## src/rtl/result_collector_if.sv

```systemverilog
// Accumulator-capture and result-stream signals of result_collector.
// master: array/writer side, slave: the collector.
interface result_collector_if #(
  parameter int unsigned N     = 4,
  parameter int unsigned ACC_W = 32,
  parameter int unsigned OUT_W = 16
);
  localparam int unsigned IdxW = (N > 1) ? $clog2(N) : 1;

  logic [N-1:0]       acc_valid_i;
  logic [N*ACC_W-1:0] acc_data_i;
  logic               out_valid_o;
  logic               out_ready_i;
  logic [OUT_W-1:0]   out_data_o;
  logic [IdxW-1:0]    out_row_o;
  logic [IdxW-1:0]    out_col_o;
  logic               busy_o;
  logic               done_o;
  logic               err_o;

  modport master (
    output acc_valid_i, acc_data_i, out_ready_i,
    input  out_valid_o, out_data_o, out_row_o, out_col_o, busy_o, done_o, err_o
  );

  modport slave (
    input  acc_valid_i, acc_data_i, out_ready_i,
    output out_valid_o, out_data_o, out_row_o, out_col_o, busy_o, done_o, err_o
  );
endinterface

```

## src/rtl/result_collector.sv

```systemverilog
// Buffers an N x N accumulator matrix from per-row strobes, then drains it row-major.
// Optional macro RESULT_COLLECTOR_SAT_EN: saturate instead of truncate on width conversion.
module result_collector #(
  parameter int unsigned N     = 4,
  parameter int unsigned ACC_W = 32,
  parameter int unsigned OUT_W = 16
) (
  input logic               clk_i,
  input logic               rst_ni,
  input logic               start_i,
  result_collector_if.slave bus
);
  localparam int unsigned IdxW = (N > 1) ? $clog2(N) : 1;
  localparam int unsigned ColW = $clog2(N + 1);
  localparam int unsigned CntW = $clog2(N * N + 1);
  localparam int unsigned RdW  = (N > 1) ? $clog2(N * N) : 1;

  localparam logic [1:0] StIdle    = 2'd0;
  localparam logic [1:0] StCollect = 2'd1;
  localparam logic [1:0] StDrain   = 2'd2;
  localparam logic [1:0] StDone    = 2'd3;

  logic [1:0]       state_q, state_d;
  logic [ColW-1:0]  col_q [N];
  logic [ColW-1:0]  col_d [N];
  logic [CntW-1:0]  cnt_q, cnt_d;
  logic [CntW-1:0]  inc;
  logic [RdW-1:0]   rd_q, rd_d;
  logic             err_q, err_d;
  logic [N-1:0]     we;
  logic [ACC_W-1:0] mem_q [N][N];
  logic [IdxW-1:0]  rd_row, rd_col;
  logic [ACC_W-1:0] rd_word;
  logic [OUT_W-1:0] conv_word;

  always_comb begin
    state_d = state_q;
    col_d   = col_q;
    cnt_d   = cnt_q;
    rd_d    = rd_q;
    err_d   = err_q;
    we      = '0;
    inc     = '0;
    if (start_i) begin
      // Restart wins over everything, including strobes in the same cycle.
      state_d = StCollect;
      for (int k = 0; k < N; k++) col_d[k] = '0;
      cnt_d = '0;
      rd_d  = '0;
      err_d = 1'b0;
    end else begin
      case (state_q)
        StCollect: begin
          for (int k = 0; k < N; k++) begin
            if (bus.acc_valid_i[k]) begin
              if (col_q[k] == ColW'(N)) begin
                err_d = 1'b1;
              end else begin
                we[k]    = 1'b1;
                col_d[k] = col_q[k] + ColW'(1);
                inc      = inc + CntW'(1);
              end
            end
          end
          cnt_d = cnt_q + inc;
          if (cnt_d == CntW'(N * N)) state_d = StDrain;
        end
        StDrain: begin
          if (|bus.acc_valid_i) err_d = 1'b1;
          if (bus.out_ready_i) begin
            rd_d = rd_q + RdW'(1);
            if (rd_q == RdW'(N * N - 1)) state_d = StDone;
          end
        end
        default: begin
          if (|bus.acc_valid_i) err_d = 1'b1;
        end
      endcase
    end
  end

  always_ff @(posedge clk_i or negedge rst_ni) begin
    if (!rst_ni) begin
      state_q <= StIdle;
      for (int k = 0; k < N; k++) col_q[k] <= '0;
      cnt_q <= '0;
      rd_q  <= '0;
      err_q <= 1'b0;
    end else begin
      state_q <= state_d;
      col_q   <= col_d;
      cnt_q   <= cnt_d;
      rd_q    <= rd_d;
      err_q   <= err_d;
    end
  end

  // Buffer contents need no reset; counters decide what is valid.
  always_ff @(posedge clk_i) begin
    for (int k = 0; k < N; k++) begin
      if (we[k]) mem_q[k][IdxW'(col_q[k])] <= bus.acc_data_i[k*ACC_W +: ACC_W];
    end
  end

  assign rd_row  = IdxW'(rd_q / RdW'(N));
  assign rd_col  = IdxW'(rd_q % RdW'(N));
  assign rd_word = mem_q[rd_row][rd_col];

`ifdef RESULT_COLLECTOR_SAT_EN
  localparam logic [ACC_W-1:0] SatMax = {{(ACC_W - OUT_W + 1){1'b0}}, {(OUT_W - 1){1'b1}}};
  localparam logic [ACC_W-1:0] SatMin = {{(ACC_W - OUT_W + 1){1'b1}}, {(OUT_W - 1){1'b0}}};

  always_comb begin
    conv_word = rd_word[OUT_W-1:0];
    if ($signed(rd_word) > $signed(SatMax)) begin
      conv_word = SatMax[OUT_W-1:0];
    end else if ($signed(rd_word) < $signed(SatMin)) begin
      conv_word = SatMin[OUT_W-1:0];
    end
  end
`else
  assign conv_word = rd_word[OUT_W-1:0];
  if (OUT_W < ACC_W) begin : g_trunc
    logic unused_hi;
    assign unused_hi = ^rd_word[ACC_W-1:OUT_W];
  end
`endif

  assign bus.out_valid_o = (state_q == StDrain);
  assign bus.out_data_o  = conv_word;
  assign bus.out_row_o   = rd_row;
  assign bus.out_col_o   = rd_col;
  assign bus.busy_o      = (state_q == StCollect) || (state_q == StDrain);
  assign bus.done_o      = (state_q == StDone);
  assign bus.err_o       = err_q;
endmodule

```

## src/flat_wrapper.sv

```systemverilog
// flat-port wrapper written by rule: the top's interface ports become plain ports
module result_collector_flat 
#(
  parameter int unsigned N     = 4,
  parameter int unsigned ACC_W = 32,
  parameter int unsigned OUT_W = 16
)
  (clk_i, rst_ni, start_i, bus_acc_valid_i, bus_acc_data_i, bus_out_ready_i, bus_out_valid_o, bus_out_data_o, bus_out_row_o, bus_out_col_o, bus_busy_o, bus_done_o, bus_err_o);
  result_collector_if #(.N(N), .ACC_W(ACC_W), .OUT_W(OUT_W)) bus_i ();
  input logic clk_i;
  input logic rst_ni;
  input logic start_i;
  input wire logic [$bits(bus_i.acc_valid_i)-1:0] bus_acc_valid_i;
  input wire logic [$bits(bus_i.acc_data_i)-1:0] bus_acc_data_i;
  input wire logic [$bits(bus_i.out_ready_i)-1:0] bus_out_ready_i;
  output wire logic [$bits(bus_i.out_valid_o)-1:0] bus_out_valid_o;
  output wire logic [$bits(bus_i.out_data_o)-1:0] bus_out_data_o;
  output wire logic [$bits(bus_i.out_row_o)-1:0] bus_out_row_o;
  output wire logic [$bits(bus_i.out_col_o)-1:0] bus_out_col_o;
  output wire logic [$bits(bus_i.busy_o)-1:0] bus_busy_o;
  output wire logic [$bits(bus_i.done_o)-1:0] bus_done_o;
  output wire logic [$bits(bus_i.err_o)-1:0] bus_err_o;
  assign bus_i.acc_valid_i = bus_acc_valid_i;
  assign bus_i.acc_data_i = bus_acc_data_i;
  assign bus_i.out_ready_i = bus_out_ready_i;
  assign bus_out_valid_o = bus_i.out_valid_o;
  assign bus_out_data_o = bus_i.out_data_o;
  assign bus_out_row_o = bus_i.out_row_o;
  assign bus_out_col_o = bus_i.out_col_o;
  assign bus_busy_o = bus_i.busy_o;
  assign bus_done_o = bus_i.done_o;
  assign bus_err_o = bus_i.err_o;
  result_collector #(.N(N), .ACC_W(ACC_W), .OUT_W(OUT_W)) u_core (.clk_i(clk_i), .rst_ni(rst_ni), .start_i(start_i), .bus(bus_i));
endmodule
```

## config.mk

```make
export PLATFORM = sky130hd
export DESIGN_NAME = result_collector_flat
export DESIGN_NICKNAME = d
export VERILOG_FILES = /design/src/rtl/result_collector_if.sv /design/src/rtl/result_collector.sv /design/src/flat_wrapper.sv
export SDC_FILE = /design/constraint.sdc
export NUM_CORES = 1
export LEC_CHECK = 0
export ABC_AREA = 1
export CAP_MARGIN = 10
export CORE_UTILIZATION = 50
export DETAILED_ROUTE_END_ITERATION = 8
export PLACE_DENSITY = 0.77
export SYNTH_ARGS = -nofsm -noshare
export SYNTH_HDL_FRONTEND = slang
export SYNTH_SLANG_ARGS = --single-unit
```

## constraint.sdc

```tcl
create_clock -name clk_i -period 3 [get_ports clk_i]
set_input_delay 0.75 -clock clk_i [delete_from_list [all_inputs] [get_ports clk_i]]
set_output_delay 0.75 -clock clk_i [all_outputs]
set_load 0.05 [all_outputs]
```

==> results of run 1 <==
==> synth_stat cells, drive strengths merged <==
library cell / number / area [um^2]
a21oi: 13 / 65.1
a22o: 1 / 8.76
buf: 23 / 199
clkbuf: 30 / 113
clkinv: 2 / 7.51
dfrtp: 24 / 601
edfxtp: 256 / 7690
fa: 1 / 20.0
ha: 26 / 325
inv: 54 / 210
nand2: 77 / 292
nand3: 33 / 165
nand4: 1 / 6.26
nor2: 212 / 796
nor4: 2 / 27.5
o211ai: 64 / 480
o21ai: 168 / 841
o22ai: 2 / 12.5
or2: 1 / 6.26
xor2: 2 / 17.5
==> state kept, by name (all words and copies together) (netlist names) <==
name              count
u_core.state_q        2
u_core.col_q         12
u_core.bus.err_o      1
u_core.mem_q        256
u_core.cnt_q          5
u_core.rd_q           4
==> through the flow <==
stage | TNS [ns] | std cells | worst slack [ns] | cell area, um^2
final | -0.0939 | 1502 | -0.0442 | 15500
after global routing | -0.993 | 1502 | -0.112 | 15500
after CTS | -0.177 | 1477 | -0.0351 | 14600
after detailed placement | -3.09 | 1407 | -0.708 | 13400
after global placement | -2.44 | 1407 | -0.580 | 13400
after floorplan | 0 | 992 | 0.00967 | 11900
==> worst min-delay path, cell delays in order, from the launching register on <==
cell     delay (ns)
dfrtp_1        0.36
nand2_1        0.06
nand2_1        0.06
==> worst max path at each step <==
stage | depth (start not counted) | to | start | slack (ns)
floorplan | 19 | u_core.state_q[1] | bus_acc_valid_i[1] | 0.01
global placement | 20 | u_core.state_q[1] | bus_acc_valid_i[1] | -0.58
detailed placement | 21 | u_core.state_q[1] | bus_acc_valid_i[1] | -0.71
CTS | 7 | bus_out_data_o[3] | u_core.rd_q[2] | -0.04
global route | 10 | bus_out_data_o[10] | u_core.rd_q[2] | -0.11
finish | 10 | bus_out_data_o[10] | u_core.rd_q[2] | -0.04
==> power by group through the flow <==
stage / combinational, mW / sequential [mW] / clock (mW)
6_report: 3.72 / 4.55 / 3.50
5_1_grt: 3.91 / 4.56 / 3.65
3_5_place_dp: 2.81 / 4.63 / 0
4_1_cts: 3.05 / 4.55 / 3.50
2_1_floorplan: 1.81 / 4.64 / 0
3_3_place_gp: 2.77 / 4.63 / 0
==> metal layers <==
| metal | part of all wire, % | wire, um |
|---|---|---|
| met1 | 39 | 12800 |
| met2 | 47 | 15600 |
| met3 | 11 | 3730 |
| met4 | 2.3 | 765 |
| met5 | 0.033 | 11 |
==> area by class of cell <==
cell class	count	share of cell area, %
Timing Repair inverter	6	0.639
Multi-Input combinational cell	603	23.2
Timing Repair Buffer	186	12.4
Antenna cell	2	0.0324
Sequential cell	280	53.6
Clock buffer	29	4.42
Clock inverter	21	1.53
Tap cell	319	2.58
Inverter	56	1.57
==> kinds of logic (layout without fill, tap and decap cells) <==
family / Yosys count / count (layout) / share of synthesized area [%]
compound gates: 248 / 248 / 11.8
xor+xnor: 2 / 2 / 0.147
fa+ha+maj: 27 / 27 / 2.91
buf+inv: 109 / 298 / 4.46
flops: 280 / 280 / 69.8
other cells: 0 / 2 / 0
simple gates: 326 / 326 / 10.9
==> repair_timing <==
action	in CTS	in global routing
gates resized for setup	72	188
gates cloned	2	9
endpoints found under the setup margin	18	19
setup buffers	18	15
pin swaps	14	47
==> metrics.md, run 1 <==
| Metric | Value |
|---|---|
| Number of nets in the layout | `~1,300` |
| Final WS setup | `-0.0442 ns` |
| Post-DR vias/cell | `5.81` |
| Vias in the first global route | `7,885` |
| Synth Register Bits | `280` |
| Max frequency | `~330 MHz` |
| Worst Setup End Kind | `output port` |
| Post-DRT Antenna Nets | `0` |
| Drt pass-1 iters | `6` |
| Post-Route WL | `32,900 um` |
| CP startpoint kind | `flip-flop` |
| Clk Latency, worst-skew pair | `about 0.55 ns` |
| Post-synthesis sequential area ratio | `69.8%` |
| Worst Max-Slew Pin Slew | `around 0.63 ns` |
| Sequential share of power | `38.7%` |
| Reg2Reg Setup Slack | `0.08 ns` |
| Setup Skew | `roughly 0.015 ns` |
| CTS Sinks | `280` |
| Hold path depth | `2` |
| CP Data Arrival Time | `2.29 ns` |
| Initial antenna violation count | `3` |
| Commonest cells after routing, fill and taps aside | `edfxtp_1, nor2_1, o21ai_0` |
| Area delta synth->final | `30.2%` |
| Maximum vdd drop | `0.000412 V` |
| Psw | `3.97 mW` |
| Syn avg cell area | `12.0 um^2` |
| Hold_sp | `u_core.cnt_q[4]` |
| Initial core utilization | `50.8%` |
| Hold worst-path end | `u_core.cnt_q[4]` |
| Final min period | `about 3 ns` |
| Cell count after synthesis | `992` |
| CTS tree | `yes` |
| IO Port Bufs | `95` |
| Routed WL per cell | `21.9 um` |
| Tot GR Track Use | `approximately a quarter` |
| Crit path max-delay cell type | `dfrtp_4` |
| FF-to-FF Start | `u_core.col_q[9]` |
| Die Ht | `between 150 and 200 um` |
| FILL cells | `1,553` |
| YS warnings | `0` |
| Crit-path cells | `buf_6 -> buf_12 -> clkinv_16 -> nor2_4 -> nor2_1 -> o21ai_1 -> o21ai_1 -> o211ai_1 -> nand2_2 -> buf_8` |
| Final setup violation count | `6` |
| Post-synth cell types | `27` |
| Commonest non-fill, non-tap cell in the layout | `edfxtp_1` |
| Clk slew on worst S/H paths | `approximately 0.060 ns` |
| Hold_buf cts | `0` |
| PD cells | `~760 mW/mm^2` |
| Die width | `156 um` |
| Clk Tree Root Cell | `clkbuf_16` |
| Setup CP Type | `flip-flop to output port` |
| Final core occ | `between 60% and 70%` |
| DRC | `0` |
| Met1 Resource Use GR | `between 30% and 40%` |
| CTS H-tree lvls | `1` |
| FF+latch area | `0.00830 mm^2` |
| Vias | `8,730` |
| Grt total ovfl | `0` |
| Status | `finished with violations` |
| Final HPWL DP | `19,000 um` |
| Clock Path Buffers | `3` |
| Clock power share | `29.7%` |
| Slowest stage delay, CP | `0.46 ns` |
| Crit path max-delay family | `buffers and inverters` |
| Synthesized area | `0.0119 mm^2` |
| Global routing's busiest layer | `met2` |
| Int Power | `7.80 mW` |
| Max_slew headroom | `57.7%` |
| Share of cells above drive strength 1 | `between 20% and 30%` |
| Crit Path Max Fanout | `8` |
| Core footprint | `0.0234 mm^2` |
| R2r worst-path depth | `23` |
| Hold Fails Final Rpt | `0` |
| Number of DRC markers in iteration 0 | `approximately 1,000` |
| Routability cong. | `0.886` |
| First-pass GRT wire length | `around 44,000 um` |
| Fin Hold WS | `0.513 ns` |
| Sw Ratio | `33.7%` |
| Multi-input logic area | `~0.0036 mm^2` |
| Period utilisation layout | `101%` |
| Largest net degree at the start of global routing | `between 70 and 80` |
| Hold Path Class | `flip-flop to flip-flop` |
| GRT met3 Usage | `under 10%` |
| I/O Pins | `160` |
| TritonCTS Buffers | `27` |
| Worst path required time | `2.25 ns` |
| FP Rows | `56` |
| Leak Pwr | `5.44 nW` |
| Violated checks | `negative setup slack` |
| Fin. max-slew vios | `0` |
| Power Total | `approximately 12 mW` |
| RSZ-0062 raised after global routing | `yes` |
| Comb power frac | `31.6%` |
| Met2 Use GR | `37.7%` |
| Cell mode on critical path | `o21ai_1` |
| Max_cap viols | `0` |
| CP Buf/Inv Count | `4` |
| Worst R2R End | `u_core.state_q[1]` |
| Syn Nets | `between 1,000 and 1,500` |
| Die area | `0.0244 mm^2` |
Note: power is estimated with default switching activity, not from simulation.
==> run 2, diff against run 1 <==
Settings changed: PLACE_DENSITY 0.77 to 0.8.
==> run 2 against run 1 <==
Compared with the run above:
- the flow still finishes with violations (negative setup slack)
- sequential cell count did not move
- combinational power barely moved
- critical path depth fell by 3
- critical endpoint is now bus_out_data_o[5]
- largest cell class unchanged
==> metrics.md, run 2 (synthesis results as in run 1) <==
| Metric | Value |
|---|---|
| Clock Path Buffers | `3 (unchanged)` |
| FF+latch area | `0.00830 mm^2 (unchanged)` |
| R2r worst-path depth | `22 (-4.3%)` |
| RSZ-0062 raised after global routing | `yes` |
| Reg2Reg Setup Slack | `-0.02 ns (-0.10 ns)` |
| Stages on worst setup path | `7 (-3)` |
| Clk Tree Root Cell | `clkbuf_16` |
| Die width | `156 um (unchanged)` |
| Vias in the first global route | `8,187 (+3.8%)` |
| Commonest cells after routing, fill and taps aside | `edfxtp_1, nor2_1, o21ai_0` |
| Hold_buf cts | `0 (unchanged)` |
| CTS Sinks | `280 (unchanged)` |
| Worst Setup End Kind | `output port` |
| Clk slew on worst S/H paths | `0.06 ns (about the same)` |
| Vias | `8,879 (+1.7%)` |
| Violated checks | `negative setup slack` |
| Drt pass-1 iters | `6 (unchanged)` |
| Final HPWL DP | `20,100 um (+5.7%)` |
| Core footprint | `0.0234 mm^2 (unchanged)` |
| Post-DR vias/cell | `6.01 (+3.4%)` |
| Routed WL per cell | `22.9 um (+4.7%)` |
| Initial core utilization | `50.8% (unchanged)` |
| Max FFs per register | `256 (unchanged)` |
| Number of DRC markers in iteration 0 | `1,451 (+45%)` |
| Worst Max-Slew Pin Slew | `0.554 ns (-0.0778 ns)` |
| Routability cong. | `0.875 (-1.2%)` |
| Number of nets in the layout | `1,303 (-1.5%)` |
| DRC | `0 (unchanged)` |
| Commonest non-fill, non-tap cell in the layout | `edfxtp_1` |
| Hold Path Class | `flip-flop to flip-flop` |
| Fin. max-slew vios | `0 (unchanged)` |
| Crit path max-delay family | `compound AO/OA/AOI/OAI gates` |
| Post-Route WL | `33,900 um (+3.0%)` |
| Die Ht | `156 um (unchanged)` |
| # diodes | `0 (-2)` |
| First-pass GRT wire length | `46,800 um (+5.9%)` |
| FF-to-FF Start | `u_core.col_q[6]` |
| Setup CP Type | `flip-flop to output port` |
| Initial antenna violation count | `0 (-3)` |
| Hold Fails Final Rpt | `0 (unchanged)` |
| PD cells | `769 mW/mm^2 (+1.1%)` |
| Final setup violation count | `5 (-1)` |
| CTS tree | `yes` |
| Die area | `0.0244 mm^2 (unchanged)` |
| CTS H-tree lvls | `1 (unchanged)` |
| Max_slew headroom | `62.9% (+5.2 points)` |
| FILL cells | `1,575 (+1.4%)` |
| I/O Pins | `160 (unchanged)` |
| IO Port Bufs | `95 (unchanged)` |
| Crit-path cells | `buf_12 -> buf_12 -> o21ai_1 -> o211ai_1 -> o211ai_1 -> nand2_1 -> buf_6` |
| Crit path from | `u_core.rd_q[2]` |
| Setup Skew | `0.0171 ns (+0.00206 ns)` |
| Tot GR Track Use | `26.1% (+1.8 points)` |
| Maximum vdd drop | `0.000507 V (+23%)` |
| Largest net degree at the start of global routing | `69 (-9.2%)` |
| Slowest stage delay, CP | `0.51 ns (+0.05 ns)` |
| Worst setup path end | `bus_out_data_o[5]` |
| Area delta synth->final | `27.5%` |
| Post-DRT Antenna Nets | `0 (unchanged)` |
| TritonCTS Buffers | `27 (unchanged)` |
| Final WS setup | `-0.0277 ns (+0.0165 ns)` |
| Worst path required time | `2.25 ns (about the same)` |
| Period utilisation layout | `101% (-0.55 points)` |
| Status | `finished with violations` |
| Multi-input logic area | `0.00338 mm^2 (-5.8%)` |
| Grt total ovfl | `0 (unchanged)` |
| Crit Path Max Fanout | `33 (+25)` |
| Max frequency | `330 MHz (+0.55%)` |
| CP startpoint kind | `flip-flop` |
| Worst R2R End | `u_core.state_q[1]` |
| Final min period | `3.03 ns (-0.0165 ns)` |
| CP Buf/Inv Count | `3 (-1)` |
| Dpl ws | `-0.676 ns (+0.0319 ns)` |
| Max_cap viols | `0 (unchanged)` |
| FP Rows | `56 (unchanged)` |
| Crit path max-delay cell type | `dfrtp_4` |
| CP Data Arrival Time | `2.28 ns (about the same)` |
| Clk Latency, worst-skew pair | `0.55 ns (about the same)` |
| Fin Hold WS | `0.513 ns (-0.000389 ns)` |
| Leak Pwr | `5.33 nW (-2.0%)` |
| Share of cells above drive strength 1 | `18.3% (-4.8 points)` |
[run 2: cell count changes in the layout (fill, tap and decap cells not counted), sizes merged]
cell,previous run,this run
buf,105,88
bufinv,4,3
clkbuf,33,36
clkdlybuf4s50,75,74
clkinv,16,15
clkinvlp,4,2
diode,2,0
inv,59,56
[run 2: where the power goes]
part	switching (mW)	leakage (nW)	internal, mW	total (mW)
registers	0.0984	2.63	4.45	4.55
clock network	1.44	0.419	1.93	3.37
logic	2.35	2.29	1.38	3.73
total	3.89	5.33	7.76	11.6
[run 2: area by class of cell]
class | count | share of cell area [%]
multi-input cells | 603 | 22.3
repair buffers | 169 | 12.7
flip-flops and latches | 280 | 54.8
well taps | 319 | 2.64
clock buffers | 31 | 4.63
inverters | 56 | 1.59
clock inverters | 17 | 1.08
repair inverters | 3 | 0.297
[run 2: how the worst min path moves through the flow]
stage | endpoint | depth (start not counted) | from
after floorplan | u_core.bus.err_o | 0 | rst_ni
after global placement | u_core.cnt_q[0] | 2 | u_core.cnt_q[0]
after detailed placement | u_core.col_q[11] | 1 | u_core.col_q[11]
after CTS | u_core.cnt_q[3] | 2 | u_core.cnt_q[3]
after global routing | u_core.cnt_q[4] | 2 | u_core.cnt_q[4]
final | u_core.cnt_q[3] | 2 | u_core.cnt_q[3]
[run 2: per-stage QoR]
step / utilization (%) / setup TNS, ns / power [mW] / instance area, um^2 / cells
final: 64.7 / -0.0796 / 11.6 / 15100 / 1478
after global routing: 64.7 / -0.904 / 12.0 / 15100 / 1478
after CTS: 62.5 / -0.127 / 11.2 / 14600 / 1462
after detailed placement: 58.0 / -2.82 / 7.80 / 13600 / 1406
after global placement: 58.0 / -2.42 / 7.71 / 13600 / 1406
after floorplan: - / 0 / 6.45 / 11900 / 992
[run 2: metal layers]
layer | track usage, % | part of all wire, % | up-vias | wire length (um)
met5 | 0 | 0 | - | 0
met4 | 8.54 | 3.1 | 0 | 1040
met3 | 5.22 | 11 | 101 | 3850
met2 | 40.5 | 47 | 700 | 16000
met1 | 36.9 | 38 | 4245 | 13000
li1 | - | - | 3833 | -
[run 2: worst register-to-register path, stage by stage (launching register included)]
cell,delay [ns]
dfrtp_1,0.38
inv_2,0.08
ha_4,0.15
nand2_4,0.06
nand2_4,0.09
buf_6,0.11
nand2_2,0.05
nand2_2,0.07
inv_2,0.05
ha_4,0.27
nand2_2,0.06
o21ai_2,0.08
ha_1,0.25
nand2_1,0.07
nand2_2,0.06
fa_2,0.38
xor2_2,0.19
nor2_1,0.12
nand3_1,0.11
nand2_2,0.11
nand2_2,0.06
nand2_2,0.08
nand2_1,0.05
[run 2: timing repair]
item | 4_1_cts | 5_1_grt
resized for setup | 74 | 106
setup endpoints to repair | 18 | 21
hold endpoints to repair | 0 | 0
pin swaps | 11 | 25
setup buffers | 6 | 11
gates cloned | 2 | 6
